`src/rtl/mcu_periph_uart.sv`:
```
// 8N1 UART on the MCU peripheral memory bus: a TX FIFO, a single-entry RX holding register,
// a programmable baud divisor and a level interrupt.
module mcu_periph_uart #(
    parameter int unsigned FIFO_DEPTH  = 8,
    parameter logic [15:0] DEFAULT_DIV = 16'd433
) (
    input  logic        sys_clk,
    input  logic        rst_n,
    input  logic        mem_valid,
    output logic        mem_ready,
    input  logic [31:0] mem_addr,
    input  logic [31:0] mem_wdata,
    input  logic [3:0]  mem_wstrb,
    output logic [31:0] mem_rdata,
    output logic        uart_tx,
    input  logic        uart_rx,
    output logic        irq
);

    localparam int unsigned AW = $clog2(FIFO_DEPTH);
    localparam logic [AW:0] FullCnt = (AW + 1)'(FIFO_DEPTH);

    typedef enum logic [1:0] {StIdle, StStart, StData, StStop} uart_state_e;

    // Bus decode
    logic        mem_ready_q;
    logic [31:0] mem_rdata_q, mem_rdata_d;
    logic        acc, is_wr, is_rd;
    logic [1:0]  reg_sel;
    logic        data_wr, data_rd, stat_wr, baud_wr, ctrl_wr;

    assign acc     = mem_valid & ~mem_ready_q;
    assign is_wr   = acc & (|mem_wstrb);
    assign is_rd   = acc & ~(|mem_wstrb);
    assign reg_sel = mem_addr[3:2];
    assign data_wr = is_wr & (reg_sel == 2'd0) & mem_wstrb[0];
    assign data_rd = is_rd & (reg_sel == 2'd0);
    assign stat_wr = is_wr & (reg_sel == 2'd1) & mem_wstrb[0];
    assign baud_wr = is_wr & (reg_sel == 2'd2);
    assign ctrl_wr = is_wr & (reg_sel == 2'd3) & mem_wstrb[0];

    // Address and write-data bits this block does not consume
    logic unused_bits;
    assign unused_bits = ^{mem_addr[31:4], mem_addr[1:0], mem_wdata[31:16]};

    // Configuration registers
    logic [15:0] baud_q, baud_new;
    logic [1:0]  ctrl_q;

    assign baud_new = {mem_wstrb[1] ? mem_wdata[15:8] : baud_q[15:8],
                       mem_wstrb[0] ? mem_wdata[7:0]  : baud_q[7:0]};

    // BAUD and CTRL updates; a zero divisor would stall the bit counters, so store 1 instead
    always_ff @(posedge sys_clk or negedge rst_n) begin
        if (!rst_n) begin
            baud_q <= DEFAULT_DIV;
            ctrl_q <= 2'b00;
        end else begin
            if (baud_wr) baud_q <= (baud_new == 16'd0) ? 16'd1 : baud_new;
            if (ctrl_wr) ctrl_q <= mem_wdata[1:0];
        end
    end

    // TX FIFO
    logic [7:0]    fifo_q [FIFO_DEPTH];
    logic [AW-1:0] wr_ptr_q, rd_ptr_q;
    logic [AW:0]   count_q;
    logic          tx_full, tx_empty, tx_push, tx_pop, drop_q;

    uart_state_e tx_state_q;
    logic [15:0] tx_cnt_q, tx_div_q;
    logic [7:0]  tx_shift_q;
    logic [2:0]  tx_bit_q;
    logic        tx_q, tx_busy;

    assign tx_full  = (count_q == FullCnt);
    assign tx_empty = (count_q == '0);
    assign tx_busy  = (tx_state_q != StIdle);
    assign tx_pop   = ~tx_empty & ((tx_state_q == StIdle) |
                                   ((tx_state_q == StStop) & (tx_cnt_q == 16'd0)));
    // A pop in the same cycle frees a slot, so a push while full is still accepted
    assign tx_push  = data_wr & (~tx_full | tx_pop);

    // FIFO storage needs no reset; occupancy is tracked by count_q
    always_ff @(posedge sys_clk) begin
        if (tx_push) fifo_q[wr_ptr_q] <= mem_wdata[7:0];
    end

    // FIFO pointers, occupancy and the sticky TX_DROP flag
    always_ff @(posedge sys_clk or negedge rst_n) begin
        if (!rst_n) begin
            wr_ptr_q <= '0;
            rd_ptr_q <= '0;
            count_q  <= '0;
            drop_q   <= 1'b0;
        end else begin
            if (tx_push) wr_ptr_q <= wr_ptr_q + 1'b1;
            if (tx_pop)  rd_ptr_q <= rd_ptr_q + 1'b1;
            if (tx_push & ~tx_pop)      count_q <= count_q + 1'b1;
            else if (~tx_push & tx_pop) count_q <= count_q - 1'b1;
            drop_q <= (drop_q & ~(stat_wr & mem_wdata[5])) | (data_wr & ~tx_push);
        end
    end

    // TX FSM: byte and divisor are latched on pop and held for the whole frame
    always_ff @(posedge sys_clk or negedge rst_n) begin
        if (!rst_n) begin
            tx_state_q <= StIdle;
            tx_cnt_q   <= '0;
            tx_div_q   <= '0;
            tx_shift_q <= '0;
            tx_bit_q   <= '0;
            tx_q       <= 1'b1;
        end else begin
            unique case (tx_state_q)
                StIdle: begin
                    if (tx_pop) begin
                        tx_state_q <= StStart;
                        tx_shift_q <= fifo_q[rd_ptr_q];
                        tx_div_q   <= baud_q;
                        tx_cnt_q   <= baud_q;
                        tx_q       <= 1'b0;
                    end
                end
                StStart: begin
                    if (tx_cnt_q == 16'd0) begin
                        tx_state_q <= StData;
                        tx_cnt_q   <= tx_div_q;
                        tx_bit_q   <= 3'd0;
                        tx_q       <= tx_shift_q[0];
                    end else begin
                        tx_cnt_q <= tx_cnt_q - 16'd1;
                    end
                end
                StData: begin
                    if (tx_cnt_q == 16'd0) begin
                        tx_cnt_q <= tx_div_q;
                        if (tx_bit_q == 3'd7) begin
                            tx_state_q <= StStop;
                            tx_q       <= 1'b1;
                        end else begin
                            tx_bit_q   <= tx_bit_q + 3'd1;
                            tx_shift_q <= {1'b0, tx_shift_q[7:1]};
                            tx_q       <= tx_shift_q[1];
                        end
                    end else begin
                        tx_cnt_q <= tx_cnt_q - 16'd1;
                    end
                end
                StStop: begin
                    if (tx_cnt_q == 16'd0) begin
                        if (tx_pop) begin
                            tx_state_q <= StStart;
                            tx_shift_q <= fifo_q[rd_ptr_q];
                            tx_div_q   <= baud_q;
                            tx_cnt_q   <= baud_q;
                            tx_q       <= 1'b0;
                        end else begin
                            tx_state_q <= StIdle;
                        end
                    end else begin
                        tx_cnt_q <= tx_cnt_q - 16'd1;
                    end
                end
                default: tx_state_q <= StIdle;
            endcase
        end
    end

    // RX path
    logic        rx_s1_q, rx_s2_q, rx_prev_q;
    uart_state_e rx_state_q;
    logic [15:0] rx_cnt_q, rx_div_q, rx_half_m1;
    logic [7:0]  rx_shift_q, rx_byte_q;
    logic [2:0]  rx_bit_q;
    logic        rx_valid_q, rx_ovr_q, rx_ferr_q;

    // floor((BAUD_DIV+1)/2) - 1; BAUD_DIV is never 0
    assign rx_half_m1 = {1'b0, baud_q[15:1]} + {15'd0, baud_q[0]} - 16'd1;

    // Two-flop synchroniser plus one delayed copy for falling-edge detection
    always_ff @(posedge sys_clk or negedge rst_n) begin
        if (!rst_n) begin
            rx_s1_q   <= 1'b1;
            rx_s2_q   <= 1'b1;
            rx_prev_q <= 1'b1;
        end else begin
            rx_s1_q   <= uart_rx;
            rx_s2_q   <= rx_s1_q;
            rx_prev_q <= rx_s2_q;
        end
    end

    // RX FSM with holding register and error flags; hardware set wins over a W1C clear
    always_ff @(posedge sys_clk or negedge rst_n) begin
        if (!rst_n) begin
            rx_state_q <= StIdle;
            rx_cnt_q   <= '0;
            rx_div_q   <= '0;
            rx_shift_q <= '0;
            rx_bit_q   <= '0;
            rx_byte_q  <= '0;
            rx_valid_q <= 1'b0;
            rx_ovr_q   <= 1'b0;
            rx_ferr_q  <= 1'b0;
        end else begin
            if (data_rd)                 rx_valid_q <= 1'b0;
            if (stat_wr & mem_wdata[4])  rx_ovr_q   <= 1'b0;
            if (stat_wr & mem_wdata[6])  rx_ferr_q  <= 1'b0;
            unique case (rx_state_q)
                StIdle: begin
                    if (rx_prev_q & ~rx_s2_q) begin
                        rx_state_q <= StStart;
                        rx_div_q   <= baud_q;
                        rx_cnt_q   <= rx_half_m1;
                    end
                end
                StStart: begin
                    if (rx_cnt_q == 16'd0) begin
                        if (rx_s2_q) begin
                            rx_state_q <= StIdle;
                        end else begin
                            rx_state_q <= StData;
                            rx_cnt_q   <= rx_div_q;
                            rx_bit_q   <= 3'd0;
                        end
                    end else begin
                        rx_cnt_q <= rx_cnt_q - 16'd1;
                    end
                end
                StData: begin
                    if (rx_cnt_q == 16'd0) begin
                        rx_shift_q <= {rx_s2_q, rx_shift_q[7:1]};
                        rx_cnt_q   <= rx_div_q;
                        if (rx_bit_q == 3'd7) rx_state_q <= StStop;
                        else                  rx_bit_q   <= rx_bit_q + 3'd1;
                    end else begin
                        rx_cnt_q <= rx_cnt_q - 16'd1;
                    end
                end
                StStop: begin
                    if (rx_cnt_q == 16'd0) begin
                        rx_state_q <= StIdle;
                        if (!rx_s2_q) begin
                            rx_ferr_q <= 1'b1;
                        end else if (data_rd || !rx_valid_q) begin
                            rx_byte_q  <= rx_shift_q;
                            rx_valid_q <= 1'b1;
                        end else begin
                            rx_ovr_q <= 1'b1;
                        end
                    end else begin
                        rx_cnt_q <= rx_cnt_q - 16'd1;
                    end
                end
                default: rx_state_q <= StIdle;
            endcase
        end
    end

    // Read data mux
    always_comb begin
        mem_rdata_d = '0;
        unique case (reg_sel)
            2'd0: mem_rdata_d = {24'h0, rx_byte_q};
            2'd1: mem_rdata_d = {25'h0, rx_ferr_q, drop_q, rx_ovr_q, rx_valid_q,
                                 tx_busy, tx_empty, tx_full};
            2'd2: mem_rdata_d = {16'h0, baud_q};
            2'd3: mem_rdata_d = {30'h0, ctrl_q};
            default: mem_rdata_d = '0;
        endcase
    end

    // Bus response and registered interrupt
    logic irq_q;
    always_ff @(posedge sys_clk or negedge rst_n) begin
        if (!rst_n) begin
            mem_ready_q <= 1'b0;
            mem_rdata_q <= '0;
            irq_q       <= 1'b0;
        end else begin
            mem_ready_q <= acc;
            mem_rdata_q <= is_rd ? mem_rdata_d : 32'h0;
            irq_q       <= (rx_valid_q & ctrl_q[0]) | (tx_empty & ~tx_busy & ctrl_q[1]);
        end
    end

    assign mem_ready = mem_ready_q;
    assign mem_rdata = mem_rdata_q;
    assign uart_tx   = tx_q;
    assign irq       = irq_q;

endmodule

```
`config.mk`:
```
export PLATFORM = sky130hd
export DESIGN_NAME = mcu_periph_uart
export DESIGN_NICKNAME = d
export VERILOG_FILES = /design/src/rtl/mcu_periph_uart.sv
export SDC_FILE = /design/constraint.sdc
export NUM_CORES = 1
export LEC_CHECK = 0
export BUFFER_PORTS_ARGS = -buffer_cell sky130_fd_sc_hd__buf_2
export CAP_MARGIN = 30
export CORE_UTILIZATION = 44
export DETAILED_ROUTE_END_ITERATION = 16
export SLEW_MARGIN = 25
export SYNTH_ARGS = -nofsm -noshare
export SYNTH_HDL_FRONTEND = slang
export SYNTH_SLANG_ARGS = --single-unit
```
`constraint.sdc`:
```
create_clock -name sys_clk -period 3.7 [get_ports sys_clk]
set_input_delay 0.185 -clock sys_clk [delete_from_list [all_inputs] [get_ports sys_clk]]
set_output_delay 0.185 -clock sys_clk [all_outputs]
set_load 0.02 [all_outputs]
```
; Word-level counts from Yosys, hierarchy flattened
; Memories as Yosys holds them, arrays and structs flattened.
; Cells that the tools add are included.
[totals]
mem_count = 1
inputBits = 72
reg_bits = 168
ram_bits = 64
output_inout_bits = 35
[classes]
addsub = 10
eq_ne = 27
n_reduce_logical = 28
mux = 70
bitwise = 38
[mem_list]
columns = name, depth, word_bits, rd, rd_ports_with_merged_regs, wr, line_no
row1 = fifo_q, 8, 8, 1, 0, 1, 65  ; logic [7:0] fifo_q [FIFO_DEPTH];
[op_table]
columns = cell, n
row1 = 16-bit two-way mux, 11
row2 = 32-bit one-hot mux with 4 select lines, 1
row3 = 16-bit one-hot mux with 4 select lines, 1
row4 = 16-bit zero test, 3
row5 = 8-bit two-way mux, 6
row6 = 16-bit one-hot mux with 3 select lines, 1
row7 = "16-bit by 1-bit subtractor with 16-bit output, second input constant", 3
row8 = 32-bit two-way mux, 1
row9 = 16-bit one-hot mux with 2 select lines, 1
row10 = "2-bit inequality test, second input constant", 13
row11 = 1-bit AND, 25
row12 = 8-bit one-hot mux with 3 select lines, 1
row13 = 1-bit two-way mux, 22
row14 = 2-bit two-way mux, 11
row15 = 3-bit two-way mux, 7
row16 = 15-bit by 1-bit adder with 16-bit output, 1
row17 = 2-bit one-hot mux with 4 select lines, 2
row18 = 5-bit AND reduction, 3
row19 = "3-bit by 1-bit adder with 3-bit output, second input constant", 4
row20 = "2-bit equality test, second input constant", 6
row21 = 3-bit one-hot mux with 2 select lines, 2
row22 = 4-bit AND reduction, 3
row23 = 2-bit nonzero test, 5
row24 = 1-bit inverter, 9
row25 = other kinds (19), 31

; Longest topological paths before layout
; Gate-level depths: netlist of run 1.
[logic_depth]
word_depth = 11
depth_mapped = 16

; Worst setup path before layout of run 1
; Ideal clock, no wire load.
[synth_timing]
kind = flip-flop to flip-flop
start = register tx_cnt_q[0]
end = register count_q[3]
path_slack_ns = 0.578
synth_period_minus_slack_ns = 3.122
arrival_ns = 2.997
path_stages_with_launch = 16
t_required_ns = 3.575
n_path_buf = 0
path_cell_list = dfrtp_1 > inv_1 > ha_1 > nor4b_1 > and4_1 > a21oi_1 > a2111o_1 > inv_2 > ha_1 > inv_1 > ha_1 > a21o_1 > a21oi_1 > xnor2_1 > nor2_1 > xor2_1
[synth_via]
elab_chain_cells = 9
[synth_lines]
columns = item, line_no
row1 = from (decl), 71  ; logic [15:0] tx_cnt_q, tx_div_q;
row2 = from (signal assigned), 121  ; tx_cnt_q <= baud_q;
row3 = from (signal assigned), 128  ; tx_cnt_q <= tx_div_q;
row4 = from (signal assigned), 132  ; tx_cnt_q <= tx_cnt_q - 16'd1;
row5 = 16-bit zero test *, 80  ; ((tx_state_q == StStop) & (tx_cnt_q == 16'd0)));
row6 = 1-bit AND *, 80
row7 = 1-bit bitwise OR *, 79  ; assign tx_pop = ~tx_empty & ((tx_state_q == StIdle) |
row8 = 1-bit AND *, 79
row9 = 1-bit bitwise OR *, 82  ; assign tx_push = data_wr & (~tx_full | tx_pop);
row10 = 1-bit AND *, 82
row11 = net tx_push, 68  ; logic tx_full, tx_empty, tx_push, tx_pop, drop_q;
row12 = 1-bit inverter, 100  ; else if (~tx_push & tx_pop) count_q <= count_q - 1'b1;
row13 = 1-bit AND, 100
row14 = 2-bit nonzero test (no source line), n/a
row15 = to (signal assigned), 99  ; if (tx_push & ~tx_pop) count_q <= count_q + 1'b1;
row16 = to (signal assigned), 100
row17 = to (decl), 67  ; logic [AW:0] count_q;
; The timed path passes the listed nets; every way through them passes the cells marked *.
; A chain may end at the register's enable or synchronous reset.

; Final worst setup path of run 1
; Same ends and word-level chain as after synthesis.

==> summary.txt, run 1 <==
Run status
  – Status: complete, no violations

CTS
  – Clock Sinks: approximately 220
  – Cts repair resizes: 0
  – Clock H-tree levels: 1
  – Max Root-Sink Buffers: 3
  – CTS Root Cell: clkbuf_16
  – Worst-path clk slew: around 0.060 ns
  – CTS tree: built
  – Worst-Skew Late Latency: 0.54 ns
  – Num CTS Buffers: 24

Place
  – Port Buf Inserts: 44
  – GPL Wtd Cong: approximately 0.84
  – DP HPWL: 15.87 mm

Synthesis
  – Synth Cell Area: between 0.01 and 0.015 mm^2
  – Post-synth top area share: roughly a third
  – Synth area leader: dfrtp_1
  – Ys Warns: 0
  – Top FF cell, synth: dfrtp_1
  – Post-synthesis area per instance: about 12 um^2
  – Post-Synthesis Cells: 894
  – #FFs+latches synth: between 200 and 250
  – Library cells used by synthesis: 79
  – Largest cells by area after synthesis: dfrtp_1, edfxtp_1, mux2_2, mux4_2, ha_1
  – EDFF count, synth: 64
  – Sequential area share after synthesis: 53.60%
  – Share of flip-flops with an asynchronous set or reset: a little over two thirds

Floorplanning
  – Core box area: 0.02368 mm^2
  – Die Y: 158.0 um
  – DIE AREA: 0.02495 mm^2
  – IO Count: about 110
  – Die width: between 150 and 200 um
  – Starting Density: 45.19%
  – # rows: 56

Power and ir drop
  – Switching portion of total power: 36.74%
  – Sw Pwr: 3.487 mW
  – Int Pwr: roughly 6 mW
  – Peak VDD IR: 450.1 uV
  – Total power: approximately 9.5 mW
  – Power share of the combinational group: between 30% and 40%
  – Register share of total power: 38.3%
  – P_leak: roughly 5.1 nW
  – Pwr Density: 776.2 mW/mm^2
  – Clock power share: between 20% and 30%

Timing
  – Final-report hold violation count: 0
  – Setup_tns: 0 ns
  – Period utilization: between 90% and 100%
  – Final Max Tran Viols: 0
  – Slew HR: 35.77%
  – WHS: just over 0.02 ns
  – Period minus WS final: roughly 3.4 ns
  – RSZ-0062 raised after global routing: no
  – Fmax: just under 0.3 GHz
  – Final Skew: 0.02000 ns
  – Final setup fails: 0
  – Worst Tran Pin Value: approximately 0.95 ns

Critical path
  – Worst Path Max Fanout: 4
  – Critical Path Sink Type: flop
  – Critical path arrival: 3.84 ns
  – Critical Path RT: approximately 4.1 ns
  – Worst r2r src: tx_cnt_q[0]$_DFF_PN0_
  – Reg2reg path depth: 15
  – Critical Path Source: tx_cnt_q[0]$_DFF_PN0_
  – Crit path launch type: flop
  – Crit Path Category: flop to flop

Detailed routing
  – Post-DR wirelength/cell: about 19 um
  – Met1 WL: about 11 mm
  – Total Wirelength: 24.51 mm
  – Met2 WL post-DR: 11.59 mm
  – Final ANT Viol Nets: 0
  – Via count: slightly above 7000
  – Met3 routed WL: ~1.0 mm
  – Starting DRT DRC Count: roughly 500
  – DR pass1 iterations: 5
  – Post-DR vias/cell: 5.537
  – DRC: 0
  – DR top layer: met4

Layout
  – N_diodes: 0
  – Layout fillers: around 2100
  – Area Growth Syn to Fin: 14.25%
  – Nets@finish: 1057
  – Share of cells above drive strength 1: 24.26%

GRT
  – Largest net degree at the start of global routing: 83
  – Number of global-route vias before repair: 7146
  – GRT Util Overall: approximately a fifth
  – Total congestion overflow: 0
  – First-pass GRT wire length: 39.72 mm
  – Initial antenna violation count: 0

Min path
  – Worst min path class: input port to flop
  – Worst Hold Depth: 1
  – Min-delay src: mem_wdata[4]

Job
  – Max Cap Viol: 0
[synthesized netlist by cell type (3+ instances only)]
| cell | count |
|---|---|
| buf_2 | 6 |
| nor2b_1 | 4 |
| nor3b_1 | 3 |
| nor4_1 | 14 |
| mux2i_1 | 29 |
| inv_1 | 19 |
| nor2_1 | 51 |
| dfrtp_1 | 143 |
| nand4_1 | 4 |
| mux2_2 | 72 |
| a22oi_1 | 12 |
| nand2_1 | 78 |
| a31oi_1 | 5 |
| a21oi_1 | 35 |
| nor4b_1 | 4 |
| and2_1 | 10 |
| xor2_1 | 18 |
| mux4_2 | 18 |
| clkbuf_1 | 37 |
| a21o_1 | 4 |
| edfxtp_1 | 64 |
| nor3_1 | 14 |
| a22o_1 | 11 |
| nand3_1 | 17 |
| nand3b_1 | 3 |
| a2111oi_0 | 3 |
| o31ai_1 | 9 |
| buf_4 | 18 |
| xnor2_1 | 22 |
| dfstp_2 | 9 |
| o21ai_0 | 42 |
| nor3_2 | 3 |
| nand2b_1 | 6 |
| or3_1 | 4 |
| ha_1 | 25 |
| buf_1 | 3 |
| and3_1 | 4 |
| or4_1 | 3 |
| o22ai_1 | 15 |
[stage by stage]
stage,setup slack [ns],std cells,utilization [%],cell area (um^2)
after floorplan,0.5782,909,-,10760
after global routing,0.02458,1296,51.63,12230
after global placement,0.2699,1236,47.62,11280
after CTS,0.2272,1292,51.46,12190
final,0.2755,1296,51.63,12230
after detailed placement,0.2271,1236,47.62,11280
[metal layers]
| layer | vias up | global-route usage, % |
|---|---|---|
| met5 | - | 0 |
| met4 | 0 | 5.632 |
| met3 | 31 | 2.902 |
| met2 | 152 | 32.83 |
| met1 | 3584 | 29.13 |
| li1 | 3409 | - |
[placed cells by master, fill, tap and decap left out, drive strengths merged, types with 15 or more instances in the layout]
master,count
a21oi,36
buf,75
clkbuf,36
conb,16
dfrtp,143
edfxtp,64
ha,25
inv,20
mux2,73
mux2i,29
mux4,18
nand2,80
nand3,17
nor2,51
nor3,17
nor4,17
o21ai,43
o22ai,15
xnor2,22
xor2,18
[worst max-delay path, stage by stage (launching register included)]
cell and delay (ns):
dfrtp_1 0.40, inv_1 0.12, ha_1 0.16, nor4b_1 0.30
and4_1 0.30, a21oi_1 0.19, a2111o_1 0.51, inv_2 0.11
ha_1 0.19, inv_1 0.09, ha_1 0.27, a21o_1 0.17
a21oi_1 0.16, xnor2_1 0.13, nor2_1 0.07, xor2_1 0.14
[sequential cells by signal, indices dropped and copies added (netlist names), 4 cells and up, named ones only]
name / cells
tx_cnt_q: 16
baud_q: 16
count_q: 4
tx_shift_q: 8
rx_byte_q: 8
tx_div_q: 16
fifo_q: 64
rx_cnt_q: 16
mem_rdata: 16
rx_div_q: 16
rx_shift_q: 8
[path summary, 6_finish.rpt]
| kind | endpoint | slack (ns) |
|---|---|---|
| worst max-delay path | count_q[3]$_DFFE_PN0P_ | 0.28 |
| max in group asynchronous | rx_prev_q$_DFF_PN1_ | 2.44 |
| min in group asynchronous | tx_shift_q[4]$_DFFE_PN0P_ | 0.24 |
| worst min register to register | rx_s2_q$_DFF_PN1_ | 0.36 |
| worst max register to register | count_q[3]$_DFFE_PN0P_ | 0.28 |
| worst min-delay path | fifo_q[0][4]$_DFFE_PP_ | 0.02 |
[power by group through the flow]
stage / clock [mW] / sequential, mW / combinational, mW
5_1_grt: 2.49 / 3.72 / 3.92
4_1_cts: 2.39 / 3.63 / 3.53
2_1_floorplan: 0 / 3.35 / 2.89
3_5_place_dp: 0 / 3.68 / 3.50
6_report: 2.33 / 3.63 / 3.53
3_3_place_gp: 0 / 3.66 / 3.46
[what timing repair did]
action                                 4_1_cts  5_1_grt
setup buffers                                0        1
hold buffers                                12        2
endpoints found under the hold margin       95        3
setup endpoints to repair                    0        1
[logic make-up after synthesis]
group | share of synthesized area (%)
AOI/OAI and AO/OA | 10.55
xor gates and xnor gates | 3.273
adders and majority gates | 3.110
buffers and inverters | 3.753
DFF | 53.60
muxes | 14.22
other | 0.03504
and+or+nand+nor | 11.47
[final cells by class]
cell class | instances | area [um^2] | area share, %
flip-flops and latches | 216 | 5737 | 46.91
inverters | 20 | 75.07 | 0.6139
clock inverters | 8 | 67.56 | 0.5525
well taps | 319 | 399.1 | 3.264
repair buffers | 89 | 603.1 | 4.932
clock buffers | 36 | 720.7 | 5.894
multi-input cells | 608 | 4626 | 37.83
(Power assumes the default switching activity.)
==> run 2: changes to the inputs <==
Settings changed: ABC_AREA set to 1, CORE_ASPECT_RATIO set to 0.8, GPL_TIMING_DRIVEN set to 1.
==> summary.txt, run 2 <==
Synthesis
  – Top FF cell, synth: dfrtp_1
  – Library cells used by synthesis: 53
  – Synth area leader: dfrtp_1
  – Ys Warns: 0
  – Post-synth top area share: around a third
  – Post-synthesis area per instance: 8.371 um^2
  – EDFF count, synth: 64
  – Post-Synthesis Cells: approximately 1300
  – Share of flip-flops with an asynchronous set or reset: a little over two thirds
  – Most numerous cell in the Yosys netlist: nand2_1
  – #FFs+latches synth: 216
  – Sequential area share after synthesis: between 50% and 60%
  – Largest cells by area after synthesis: dfrtp_1, edfxtp_1, nand2_1, o21ai_0, nor2_1
  – Top cells by count, synth: nand2_1, dfrtp_1, nor2_1
  – Synth Cell Area: between 0.01 and 0.015 mm^2

Layout
  – Post-route cell area: between 0.01 and 0.015 mm^2
  – N_diodes: 0
  – Commonest non-fill, non-tap cell in the layout: nand2_1
  – Largest register FFs: 64
  – Multi-input logic area: about 0.0048 mm^2
  – Layout fillers: around 2400
  – Nets@finish: 1495
  – Share of cells above drive strength 1: about 12%
  – Most frequent cells in the layout: nand2_1, dfrtp_1, nor2_1, o21ai_0, inv_1
  – Sequential Area: 0.005737 mm^2
  – Most flops, register: fifo_q
  – Area Growth Syn to Fin: 11.56%

Detailed routing
  – Post-DR wirelength/cell: ~16 um
  – Post-DR vias/cell: approximately 5.2
  – Final ANT Viol Nets: 0
  – Starting DRT DRC Count: between 700 and 800
  – Total Wirelength: 28.18 mm
  – DR pass1 iterations: 5
  – Via count: between 9000 and 10000
  – DRC: 0

Floorplanning
  – IO Count: around 110
  – Core box area: ~0.025 mm^2
  – Die Y: between 100 and 150 um
  – DIE AREA: between 0.02 and 0.03 mm^2
  – Starting Density: roughly 45%
  – Die width: 181.1 um
  – # rows: 52

GRT
  – Initial antenna violation count: 0
  – First-pass GRT wire length: ~45 mm
  – Number of global-route vias before repair: between 8000 and 9000
  – GRT Util Overall: around 22%
  – Total congestion overflow: 0
  – Largest net degree at the start of global routing: 97

CTS
  – Clock Sinks: 216
  – Worst-Skew Late Latency: approximately 0.54 ns
  – Cts repair resizes: 0
  – CTS tree: built
  – Num CTS Buffers: 24
  – Max Root-Sink Buffers: 3
  – Worst-path clk slew: approximately 0.060 ns
  – CTS Root Cell: clkbuf_16
  – Clock H-tree levels: 1
  – Post-CTS Setup Bufs: 0

Timing
  – Final Skew: 0.02420 ns
  – Worst Tran Pin Value: 0.8180 ns
  – WHS: 0.01465 ns
  – Final Max Tran Viols: 0
  – RSZ-0062 raised after global routing: no
  – Final setup fails: 0
  – Setup_tns: 0 ns
  – Fmax: approximately 0.32 GHz
  – Period utilization: 84.32%
  – Slew HR: a little under half
  – Period minus WS final: about 3.1 ns
  – Final-report hold violation count: 0

Critical path
  – Slowest CP cell: dfrtp_1
  – Critical path arrival: ~3.5 ns
  – Worst Path Max Fanout: 11
  – Reg-to-reg setup timing slack: just under 0.6 ns
  – Crit path cell chain: inv_1 -> ha_1 -> nand2_1 -> nor2_2 -> nand2_2 -> o21bai_2 -> nand2_2 -> nand2_1 -> nand2_2 -> inv_2 -> ha_1 -> inv_1 -> ha_1 -> a21o_1 -> a21oi_1 -> nor2_1 -> nor2_1 -> nand2_1 -> xor2_1
  – Crit Path Category: flop to flop
  – Critical Path Sink Type: flop
  – Critical Path RT: ~4 ns
  – Crit path launch type: flop
  – Crit-path max cell delay: approximately 0.39 ns

Place
  – Port Buf Inserts: 44
  – GPL Wtd Cong: 0.8943
  – Area after DPL: 0.01178 mm^2
  – DP HPWL: 19.64 mm

Power and ir drop
  – Pwr Density: 647.2 mW/mm^2
  – P_leak: about 5.8 nW
  – Peak VDD IR: approximately 360 uV

Job
  – Max Cap Viol: 0

Min path
  – Worst min path class: input port to flop

Run status
  – Status: complete, no violations
run 2: cell count changes in the layout (fill, tap and decap cells not counted), moves of 18 or more:
cell / previous run / this run
nand2_1: 78 / 381
inv_1: 19 / 108
nor2_1: 50 / 132
nand3_1: 17 / 97
o21ai_0: 42 / 116
mux2_2: 72 / 1
o21ai_1: 0 / 35
mux2i_1: 29 / 0
mux4_2: 18 / 0
run 2: logic make-up (layout without fill, tap and decap cells):
kind of cell / Yosys count / count (layout) / share of synthesized area [%]
compound gates: 233 / 233 / 12.14
xor+xnor: 22 / 22 / 1.706
fa+ha+maj: 26 / 26 / 2.947
buf+inv: 178 / 229 / 7.080
flops: 216 / 216 / 50.80
mux: 1 / 1 / 0.09972
other cells: 1 / 16 / 0.03321
simple gates: 672 / 672 / 25.19
run 2: path summary, 6_finish.rpt:
| check | startpoint | endpoint | depth (start not counted) |
|---|---|---|---|
| max | tx_cnt_q[0]$_DFF_PN0_ | count_q[3]$_DFFE_PN0P_ | 19 |
| min | mem_wdata[7] | fifo_q[4][7]$_DFFE_PP_ | 1 |
| max reg2reg | tx_cnt_q[0]$_DFF_PN0_ | count_q[3]$_DFFE_PN0P_ | 19 |
| min reg2reg | rx_s1_q$_DFF_PN1_ | rx_s2_q$_DFF_PN1_ | 0 |
| max in group asynchronous | rst_n | baud_q[8]$_DFFE_PN1P_ | 3 |
| min in group asynchronous | rst_n | tx_shift_q[4]$_DFFE_PN0P_ | 2 |
run 2: per-layer routing:
layer / part of all wire (%) / track usage, %
met5: 0 / 0
met4: 1.5 / 4.534
met3: 6.0 / 2.962
met2: 40 / 30.44
met1: 52 / 35.20
run 2: area by class of cell:
class                   instances  share of cell area, %
flip-flops and latches        216                  45.54
multi-input cells             970                  38.27
clock buffers                  38                  5.503
repair buffers                 68                  3.496
inverters                     117                  3.486
well taps                     324                  3.218
clock inverters                 6                 0.4867
run 2: stage by stage:
step	worst slack (ns)	utilization, %	std cells	power (mW)
2_1_floorplan	1.049	-	1364	5.194
3_3_place_gp	0.7273	46.59	1688	5.835
3_5_place_dp	0.6127	46.66	1689	5.886
4_1_cts	0.5830	49.89	1739	8.196
5_1_grt	0.3263	49.90	1739	8.709
6_report	0.5801	49.90	1739	8.153
run 2: what timing repair did:
item                                    in CTS  in global routing
hold endpoints to repair                   116                  0
hold buffers                                 6                  0
endpoints found under the setup margin       0                  0
run 2: worst max-delay path, delay by kind of cell (launching register included):
| kind | cells | cell delay, ns |
|---|---|---|
| AO/OA/AOI/OAI | 3 | 0.55 |
| XOR/XNOR | 1 | 0.13 |
| adder cells (fa/ha/maj) | 3 | 0.73 |
| buffers and inverters | 3 | 0.31 |
| flip-flops | 1 | 0.39 |
| AND/OR/NAND/NOR | 9 | 0.89 |
run 2: where the power goes:
group          internal, mW  total (mW)  switching [mW]
Clock                  1.30        2.27           0.973
Combinational         0.886        2.56            1.68
Sequential             2.91        3.32           0.411
==> run 3: changes to the inputs <==
Clock period 3.7 ns to 3 ns, I/O delays scaled along.
==> summary.txt, run 3 (synthesis gave the netlist of run 2 again) <==
Run status
  – Status: finished with violations
  – Failing checks: DRC

Layout
  – Share of cells above drive strength 1: between 10% and 20%
  – Most flops, register: fifo_q
  – Commonest non-fill, non-tap cell in the layout: nand2_1
  – N_diodes: 0
  – Nets@finish: about 1500
  – Area Growth Syn to Fin: 14.40%
  – Largest register FFs: 64
  – Layout fillers: 2367
  – Most frequent cells in the layout: nand2_1, dfrtp_1, nor2_1, o21ai_0, inv_1

CTS
  – Clock Sinks: 216
  – Num CTS Buffers: 24
  – Worst-path clk slew: ~0.060 ns
  – CTS tree: built
  – Max Root-Sink Buffers: 3
  – Clock H-tree levels: 1
  – CTS Root Cell: clkbuf_16
  – Worst-Skew Late Latency: around 0.54 ns

Timing
  – Final-report hold violation count: 0
  – WHS: ~0.021 ns
  – Period minus WS final: about 2.8 ns
  – Final Max Tran Viols: 0
  – Fmax: 0.3565 GHz
  – Worst Tran Pin Value: just under 0.8 ns
  – Final setup fails: 0
  – RSZ-0062 raised after global routing: no
  – Period utilization: 93.50%
  – Final Skew: around 0.017 ns
  – Slew HR: slightly below 50%
  – Setup_tns: 0 ns

Place
  – DP HPWL: 20.01 mm
  – Port Buf Inserts: 44
  – GPL Wtd Cong: around 0.89

Floorplanning
  – Core box area: ~0.025 mm^2
  – Die width: between 150 and 200 um
  – Die Y: 145.3 um
  – Starting Density: 44.73%
  – IO Count: roughly 110
  – # rows: 52
  – DIE AREA: about 0.026 mm^2

Critical path
  – Critical path arrival: ~3.2 ns
  – Crit Path Category: flop to flop
  – Critical Path RT: roughly 3.4 ns
  – Worst r2r src: tx_cnt_q[1]$_DFF_PN0_
  – Worst Path Max Fanout: 3
  – Reg-to-reg setup timing slack: about 0.19 ns
  – Critical Path Sink Type: flop
  – Crit path launch type: flop
  – Reg-to-reg endpoint: count_q[3]$_DFFE_PN0P_
  – Reg2reg path depth: 19

GRT
  – Total congestion overflow: 0
  – Largest net degree at the start of global routing: 80
  – Initial antenna violation count: 0
  – First-pass GRT wire length: about 47 mm
  – GRT Util Overall: 22.46%
  – Number of global-route vias before repair: approximately 8600

Detailed routing
  – Post-DR wirelength/cell: around 16 um
  – Starting DRT DRC Count: roughly 770
  – Total Wirelength: approximately 29 mm
  – Post-DR vias/cell: between 5 and 6
  – DR pass1 iterations: 12
  – Via count: ~9100
  – DRC: 1
  – Final ANT Viol Nets: 0

Power and ir drop
  – Pwr Density: 829.9 mW/mm^2
  – Total power: between 10 and 15 mW
  – P_leak: between 5 and 6 nW
  – Peak VDD IR: roughly 420 uV

Min path
  – Worst Hold Depth: 6
  – Worst min path class: input port to flop
  – Min-delay src: mem_wstrb[2]
  – Endpoint of the worst hold path: mem_rdata[5]$_DFF_PN0_

Job
  – Max Cap Viol: 0
[run 3: cell count changes in the layout (fill, tap and decap cells not counted), moves of 2 or more]
cell	change
bufinv_16	+7
dlygate4sd3_1	+6
clkbuf_1	-8
clkbuf_8	-3
buf_4	+11
clkinvlp_4	+2
clkinv_1	+2
ha_1	-2
[run 3: repair_timing]
| action | CTS | global route |
|---|---|---|
| gates resized for setup | 0 | 4 |
| hold buffers | 12 | 0 |
| buffers inserted | 0 | 0 |
| setup endpoints to repair | 0 | 1 |
| endpoints found under the hold margin | 121 | 0 |
[run 3: critical path: stages, from the launching register on]
cell	delay, ns
dfrtp_1	0.39
inv_1	0.12
ha_4	0.16
nand2_1	0.06
nor2_2	0.12
nand2_2	0.08
o21bai_2	0.17
nand2_2	0.10
nand2_1	0.08
nand2_2	0.06
inv_2	0.08
ha_1	0.19
inv_1	0.10
ha_1	0.27
a21o_1	0.18
a21oi_1	0.17
nor2_1	0.06
nor2_1	0.09
nand2_1	0.07
xor2_1	0.14
[run 3: worst max path at each step]
stage	from	endpoint	slack, ns	cells past startpoint
2_1_floorplan	tx_state_q[0]$_DFFE_PN0P_	count_q[3]$_DFFE_PN0P_	0.35	17
3_3_place_gp	tx_cnt_q[0]$_DFF_PN0_	count_q[3]$_DFFE_PN0P_	0.24	19
3_5_place_dp	tx_cnt_q[0]$_DFF_PN0_	count_q[3]$_DFFE_PN0P_	0.16	19
4_1_cts	tx_cnt_q[0]$_DFF_PN0_	count_q[3]$_DFFE_PN0P_	0.14	19
5_1_grt	tx_cnt_q[3]$_DFF_PN0_	count_q[3]$_DFFE_PN0P_	0.004	18
6_report	tx_cnt_q[1]$_DFF_PN0_	count_q[3]$_DFFE_PN0P_	0.19	19
[run 3: through the flow]
step / util, % / area (um^2) / instances / setup WS [ns]
after floorplan: - / 11350 / 1364 / 0.3493
after global routing: 51.17 / 12920 / 1755 / 0.004164
after CTS: 51.12 / 12900 / 1755 / 0.1439
final: 51.17 / 12920 / 1755 / 0.1950
after global placement: 46.91 / 11840 / 1699 / 0.2366
after detailed placement: 46.95 / 11850 / 1699 / 0.1554
[run 3: metal layers]
layer	vias to the layer above	wire length, um	global-route usage (%)
met5	-	0	0
met4	0	596	5.085
met3	41	1677	3.665
met2	232	11570	30.60
met1	4283	14940	36.53
li1	4533	-	-
[run 3: layout make-up]
class / instances / area, um^2 / area share (%)
Clock buffer: 28 / 635.6 / 4.920
Timing Repair Buffer: 84 / 569.3 / 4.407
Sequential cell: 216 / 5737 / 44.41
Inverter: 117 / 439.2 / 3.400
Multi-Input combinational cell: 970 / 4836 / 37.43
Tap cell: 324 / 405.4 / 3.138
Clock inverter: 16 / 296.5 / 2.295
[run 3: power breakdown]
group | switching, mW | internal (mW) | total, mW | leakage, nW
Clock | 1.27 | 2.14 | 3.41 | 0.441
Combinational | 2.09 | 1.12 | 3.20 | 3.09
Sequential | 0.518 | 3.59 | 4.11 | 2.41
Total | 3.88 | 6.84 | 10.7 | 5.94
